--- src/rtl/dense_output_layer_if.sv ---
// dense_output_layer_if: activation, weight-memory and logit signals of dense_output_layer
//   act_in/in_valid/in_ready: input vector handshake
//   w_rd/w_addr/w_data: synchronous weight-memory read port (data one cycle after w_rd)
//   neuron_outputs/out_valid/busy: logits and status
interface dense_output_layer_if #(parameter int N_IN = 32, N_OUT = 10, DW = 16, AW = 9);
  logic [N_IN*DW-1:0] act_in;
  logic in_valid, in_ready;
  logic w_rd;
  logic [AW-1:0] w_addr;
  logic [DW-1:0] w_data;
  logic [N_OUT*DW-1:0] neuron_outputs;
  logic out_valid, busy;
  modport master (output act_in, in_valid, w_data, input in_ready, w_rd, w_addr, neuron_outputs, out_valid, busy);
  modport slave (input act_in, in_valid, w_data, output in_ready, w_rd, w_addr, neuron_outputs, out_valid, busy);
endinterface

--- src/rtl/dense_output_layer.sv ---
// dense_output_layer: serial Q8.8 fully-connected output layer fed from an external weight memory
//   clk, rst: clock, synchronous active-high reset
//   bus (slave): act_in/in_valid/in_ready, w_rd/w_addr/w_data, neuron_outputs/out_valid/busy
module dense_output_layer #(
  parameter int N_IN  = 32,
  parameter int N_OUT = 10,
  parameter int DW    = 16,
  parameter int AW    = 9,
  parameter int ACC_W = 40
) (
  input logic clk,
  input logic rst,
  dense_output_layer_if.slave bus
);
  localparam int IW = $clog2(N_IN + 1);
  localparam int JW = $clog2(N_OUT + 1);
  localparam logic [AW-1:0] BIAS_BASE = AW'(N_OUT * N_IN);
  localparam logic signed [ACC_W-1:0] SMAX = 32767;
  localparam logic signed [ACC_W-1:0] SMIN = -32768;
  typedef enum logic [2:0] {IDLE, BIAS, MAC, DRAIN, STORE, DONE} state_t;
  state_t r_state, w_next;
  logic [IW-1:0] r_i, w_ai;
  logic [JW-1:0] r_j;
  logic [N_IN*DW-1:0] r_act;
  logic [N_OUT*DW-1:0] r_out;
  logic signed [ACC_W-1:0] r_acc, w_acc, w_shift;
  logic signed [2*DW-1:0] w_prod;
  logic [DW-1:0] w_sat;
  always_comb begin
    w_next = r_state;
    case (r_state)
      IDLE:    w_next = bus.in_valid ? BIAS : IDLE;
      BIAS:    w_next = MAC;
      MAC:     w_next = (r_i == IW'(N_IN - 1)) ? DRAIN : MAC;
      DRAIN:   w_next = STORE;
      STORE:   w_next = (r_j == JW'(N_OUT - 1)) ? DONE : BIAS;
      default: w_next = IDLE;
    endcase
  end
  // w_data always answers the previous cycle's read, so the activation index lags r_i by one
  assign w_ai = r_i - 1'b1;
  assign w_prod = $signed(r_act[w_ai*DW +: DW]) * $signed(bus.w_data);
  // first MAC cycle receives the bias, aligned to Q16.16 by the 8-bit shift
  assign w_acc = (r_state == MAC && r_i == '0)
               ? {{(ACC_W-DW-8){bus.w_data[DW-1]}}, bus.w_data, 8'h00}
               : r_acc + {{(ACC_W-2*DW){w_prod[2*DW-1]}}, w_prod};
  assign w_shift = r_acc >>> 8;
  assign w_sat = (w_shift > SMAX) ? SMAX[DW-1:0] : (w_shift < SMIN) ? SMIN[DW-1:0] : w_shift[DW-1:0];
  always_ff @(posedge clk) begin
    if (rst) begin
      r_state <= IDLE;
      r_i <= '0;
      r_j <= '0;
      r_acc <= '0;
      r_act <= '0;
      r_out <= '0;
    end else begin
      r_state <= w_next;
      if (r_state == IDLE && bus.in_valid) begin
        r_act <= bus.act_in;
        r_j <= '0;
      end
      if (r_state == BIAS) begin
        r_acc <= '0;
        r_i <= '0;
      end
      if (r_state == MAC) r_i <= r_i + 1'b1;
      if (r_state == MAC || r_state == DRAIN) r_acc <= w_acc;
      if (r_state == STORE) begin
        r_out[r_j*DW +: DW] <= w_sat;
        r_j <= r_j + 1'b1;
      end
    end
  end
  assign bus.in_ready = r_state == IDLE;
  assign bus.busy = r_state != IDLE;
  assign bus.out_valid = r_state == DONE;
  assign bus.w_rd = r_state == BIAS || r_state == MAC;
  assign bus.w_addr = (r_state == BIAS) ? BIAS_BASE + AW'(r_j)
                    : (r_state == MAC) ? AW'(r_j) * AW'(N_IN) + AW'(r_i) : '0;
  assign bus.neuron_outputs = r_out;
endmodule
--- src/flat_wrapper.sv ---
// flat-port wrapper written by rule: the top's interface ports become plain ports
module dense_output_layer_flat 
#(
  parameter int N_IN  = 32,
  parameter int N_OUT = 10,
  parameter int DW    = 16,
  parameter int AW    = 9,
  parameter int ACC_W = 40
)
  (clk, rst, bus_act_in, bus_in_valid, bus_w_data, bus_in_ready, bus_w_rd, bus_w_addr, bus_neuron_outputs, bus_out_valid, bus_busy);
  dense_output_layer_if #(.N_IN(N_IN), .N_OUT(N_OUT), .DW(DW), .AW(AW)) bus_i ();
  input logic clk;
  input logic rst;
  input wire logic [$bits(bus_i.act_in)-1:0] bus_act_in;
  input wire logic [$bits(bus_i.in_valid)-1:0] bus_in_valid;
  input wire logic [$bits(bus_i.w_data)-1:0] bus_w_data;
  output wire logic [$bits(bus_i.in_ready)-1:0] bus_in_ready;
  output wire logic [$bits(bus_i.w_rd)-1:0] bus_w_rd;
  output wire logic [$bits(bus_i.w_addr)-1:0] bus_w_addr;
  output wire logic [$bits(bus_i.neuron_outputs)-1:0] bus_neuron_outputs;
  output wire logic [$bits(bus_i.out_valid)-1:0] bus_out_valid;
  output wire logic [$bits(bus_i.busy)-1:0] bus_busy;
  assign bus_i.act_in = bus_act_in;
  assign bus_i.in_valid = bus_in_valid;
  assign bus_i.w_data = bus_w_data;
  assign bus_in_ready = bus_i.in_ready;
  assign bus_w_rd = bus_i.w_rd;
  assign bus_w_addr = bus_i.w_addr;
  assign bus_neuron_outputs = bus_i.neuron_outputs;
  assign bus_out_valid = bus_i.out_valid;
  assign bus_busy = bus_i.busy;
  dense_output_layer #(.N_IN(N_IN), .N_OUT(N_OUT), .DW(DW), .AW(AW), .ACC_W(ACC_W)) u_core (.clk(clk), .rst(rst), .bus(bus_i));
endmodule
--- config.mk ---
export PLATFORM = sky130hd
export DESIGN_NAME = dense_output_layer_flat
export DESIGN_NICKNAME = d
export VERILOG_FILES = /design/src/rtl/dense_output_layer_if.sv /design/src/rtl/dense_output_layer.sv /design/src/flat_wrapper.sv
export SDC_FILE = /design/constraint.sdc
export NUM_CORES = 2
export LEC_CHECK = 0
export ABC_CLOCK_PERIOD_IN_PS = 11200
export CORE_UTILIZATION = 49
export DETAILED_ROUTE_END_ITERATION = 8
export PLACE_DENSITY = 0.78
export SYNTH_ARGS = -nofsm -noshare
export SYNTH_HDL_FRONTEND = slang
export SYNTH_SLANG_ARGS = --single-unit
--- constraint.sdc ---
create_clock -name clk -period 11.2 [get_ports clk]
set_clock_uncertainty 0.05 [all_clocks]
set_input_delay 1.12 -clock clk [delete_from_list [all_inputs] [get_ports clk]]
set_output_delay 1.12 -clock clk [all_outputs]
set_load 0.01 [all_outputs]
==> results_dict.tcl <==
set metrics [dict create \
    synthAdderAreaFrac 0.1667 \
    crit_family "adder cells" \
    ys_types 70 \
    synth_top_area_frac 0.3505 \
    synthXorXnorAreaFrac 0.01692 \
    total_power_mw 7.439 \
    synth_top_family_by_area "simple AND/OR/NAND/NOR gates" \
    core_area_um2 83690 \
    synth_most_common_cell "nand2_1" \
    cts_made_buffers 79 \
    post-dp-hpwl_mm 113.5 \
    wirelength_mm 147.8 \
    io_pins 704 \
    die_area_um2 85670 \
    cts.path.max_buffers 3 \
    route.detailed.drc 0 \
    crit_required_ns 11.71 \
    fmax_mhz 92.62 \
    io_buffers 703 \
    grt_usage 0.3363 \
    p_int_mw 5.058 \
    drv_cap 0 \
    synth_edf_count 0 \
    synth_seq_cells 725 \
    dpl_cell_area_um2 49400 \
    drt_first_pass_iters 8 \
    cts.root.buffer_cell "clkbuf_16" \
    htree_levels 3 \
    cp_common_cell "fa_1" \
    synth_simple_gate_area_frac 0.1916 \
    run_status "finished clean" \
    synth_mux_area_frac 0.08751 \
    finalCritPeriodShare 0.9640 \
    syn2layout_area_growth_pct 26.26 \
    switching_share 0.3201 \
    fin_area_um2 52280 \
    antenna_found_initial 6 \
    start_util 0.4948 \
    grt_setup_unrepaired "false" \
    grt_max_degree 224 \
    path_class "flip-flop to flip-flop" \
    synth_flop_cell "dfxtp_1" \
    p_switching_mw 2.381 \
    ant_nets 0 \
    final-hold-violation-count 0 \
    wl_per_cell_um 22.21 \
    setup_viol_count_final 0 \
    slew_headroom 0.1600 \
    slowest_delay_ns 0.55 \
    grt_pass1_vias 36920 \
    synth_compound_gate_area_share 0.1270 \
    clk_pin_slew_ns 0.06 \
    yosysTopAreaCell "dfxtp_1" \
    initialDrtViolationCount 4183 \
    combPwrFrac 0.250 \
    ys_seq_area_frac 0.3505 \
    fp-row-count 106 \
    gp_congestion 0.9844 \
    yosys-top-cells-count "1471 x nand2_1, 797 x a21oi_1, 725 x dfxtp_1, 318 x inv_1, 293 x clkbuf_1" \
    grt_pass1_wl_mm 218.7 \
    period_minus_slack_ns 10.80 \
    dr_total_vias 38060 \
    cp-end-kind "flip-flop" \
    cp_num_buf_inv 8 \
    powerDensity_nw_per_um2 142.3 \
    ys_warn_count 0 \
    tritoncts "yes" \
    slowest_stage "fa_1" \
    worstPathMaxFanout 30 \
    overflow 0 \
    pwr-share-clk 0.365 \
    post-route-util 0.6247 \
    synth_area_per_cell_um2 8.428 \
    die_y_um 292.7 \
    cp-start-kind "flip-flop" \
    async_reset_ff_frac 0 \
    slew_violations 0 \
    vias_per_cell 5.719 \
    pwr-share-seq 0.385 \
    cp.arrival_ns 11.31 \
    syn_nets 5838 \
    synth_area_leaders "dfxtp_1 35%, nand2_1 13%, fa_1 13%" \
    cts_hold_buf 0 \
    cts_sinks 725 \
    num-nets-final 6384 \
    synthCells 4913 \
    drive_gt1_frac 0.07595 \
    clk_latency_ns 0.67 \
    p_leak_nw 20.56 \
    synth.cell_area_um2 41410 \
    ir_drop_mv 0.1296 \
    die_w_um 292.7 \
    tightestPinTransition_ns 1.260 \
    setup_tns_ns 0 \
    hold_path_class "flip-flop to flip-flop" \
]
==> worst reg2reg max path, delay by kind of cell (launching register included) <==
kind,cells,cell delay [ns]
XOR/XNOR,1,0.17
multiplexers,2,0.94
AND/OR/NAND/NOR,7,1.50
buffers and inverters,8,0.99
AO/OA/AOI/OAI,16,2.72
flip-flops,1,0.38
adder cells (fa/ha/maj),9,3.99
==> flip-flops by register name, summed over array words and instances, names as in the netlist <==
signal,flops
u_core.bus.neuron_outputs,160
u_core.r_acc,40
u_core.r_act,512
u_core.r_i,6
u_core.r_j,4
u_core.r_state,3
==> layout make-up <==
cell class | instances | area (µm²)
antenna | 4 | 10.01
clock buffer | 105 | 2256
clock inverter | 34 | 461.7
fill | 6862 | 31410
inverter | 319 | 1197
multi-input combinational | 3544 | 24530
sequential | 725 | 14520
tap | 1134 | 1419
timing repair buffer | 790 | 7890
==> power groups by stage <==
stage	combinational, mW	clock (mW)	sequential [mW]
2_1_floorplan	1.19	0	2.85
3_3_place_gp	1.78	0	2.91
3_5_place_dp	1.81	0	2.91
4_1_cts	1.82	2.72	2.86
5_1_grt	2.02	2.82	2.87
6_report	1.86	2.71	2.86
==> layer usage <==
layer,wire length (µm),up-vias,part of all wire,global-route usage
li1,-,17180,-,-
met1,54820,18400,0.37,0.4119
met2,68180,2006,0.46,0.5361
met3,12950,479,0.088,0.05972
met4,11860,4,0.080,0.2416
met5,30,-,0.00020,0
==> what timing repair did <==
item | CTS | global route
setup buffers | 0 | 3
setup endpoints to repair | 0 | 4
resized for setup | 0 | 19
==> placed cells by master (no fill, tap or decap), types with 7 or more instances in the layout <==
cell	instances
mux4_2	160
inv_1	318
o21bai_1	10
a211oi_1	11
xnor2_1	56
clkbuf_8	16
clkbuf_16	82
and2_1	151
nor2b_1	9
buf_4	74
a21oi_1	783
nor2_1	159
and3_1	7
xor2_1	22
o21ai_0	62
clkbuf_1	9
o21a_1	10
nand4_1	11
clkdlybuf4s50_1	702
nand2b_1	13
clkinv_2	18
buf_12	8
a21oi_2	15
nand2_1	1471
nor3_1	17
nand3_1	54
ha_1	130
fa_1	263
a22oi_1	22
dfxtp_1	724
a21o_1	25
==> cells by family after synthesis <==
kind of cell | count (synthesis)
and+or+nand+nor | 1928
buffers and inverters | 644
muxes | 162
DFF | 725
xor gates and xnor gates | 80
AOI/OAI and AO/OA | 980
adders and majority gates | 394
==> final timing paths <==
kind / from / to / cells after the start / slack, ns
max: u_core.r_i[1] / u_core.r_acc[39] / 43 / 0.40
min: u_core.r_act[15] / u_core.r_act[15] / 2 / 0.40
max reg2reg: u_core.r_i[1] / u_core.r_acc[39] / 43 / 0.40
min reg2reg: u_core.r_act[15] / u_core.r_act[15] / 2 / 0.40
==> per-stage QoR <==
| stage | instances | hold slack [ns] | worst slack (ns) |
|---|---|---|---|
| 3_3_place_gp | 6507 | 0.3885 | 0.3400 |
| 4_1_cts | 6646 | 0.4015 | 0.1703 |
| 3_5_place_dp | 6507 | 0.3931 | 0.1874 |
| 6_report | 6655 | 0.4013 | 0.4030 |
| 5_1_grt | 6654 | 0.4143 | 0.01039 |
| 2_1_floorplan | 4913 | 0.3831 | 0.08247 |
Power figures use the tool's default switching activity.
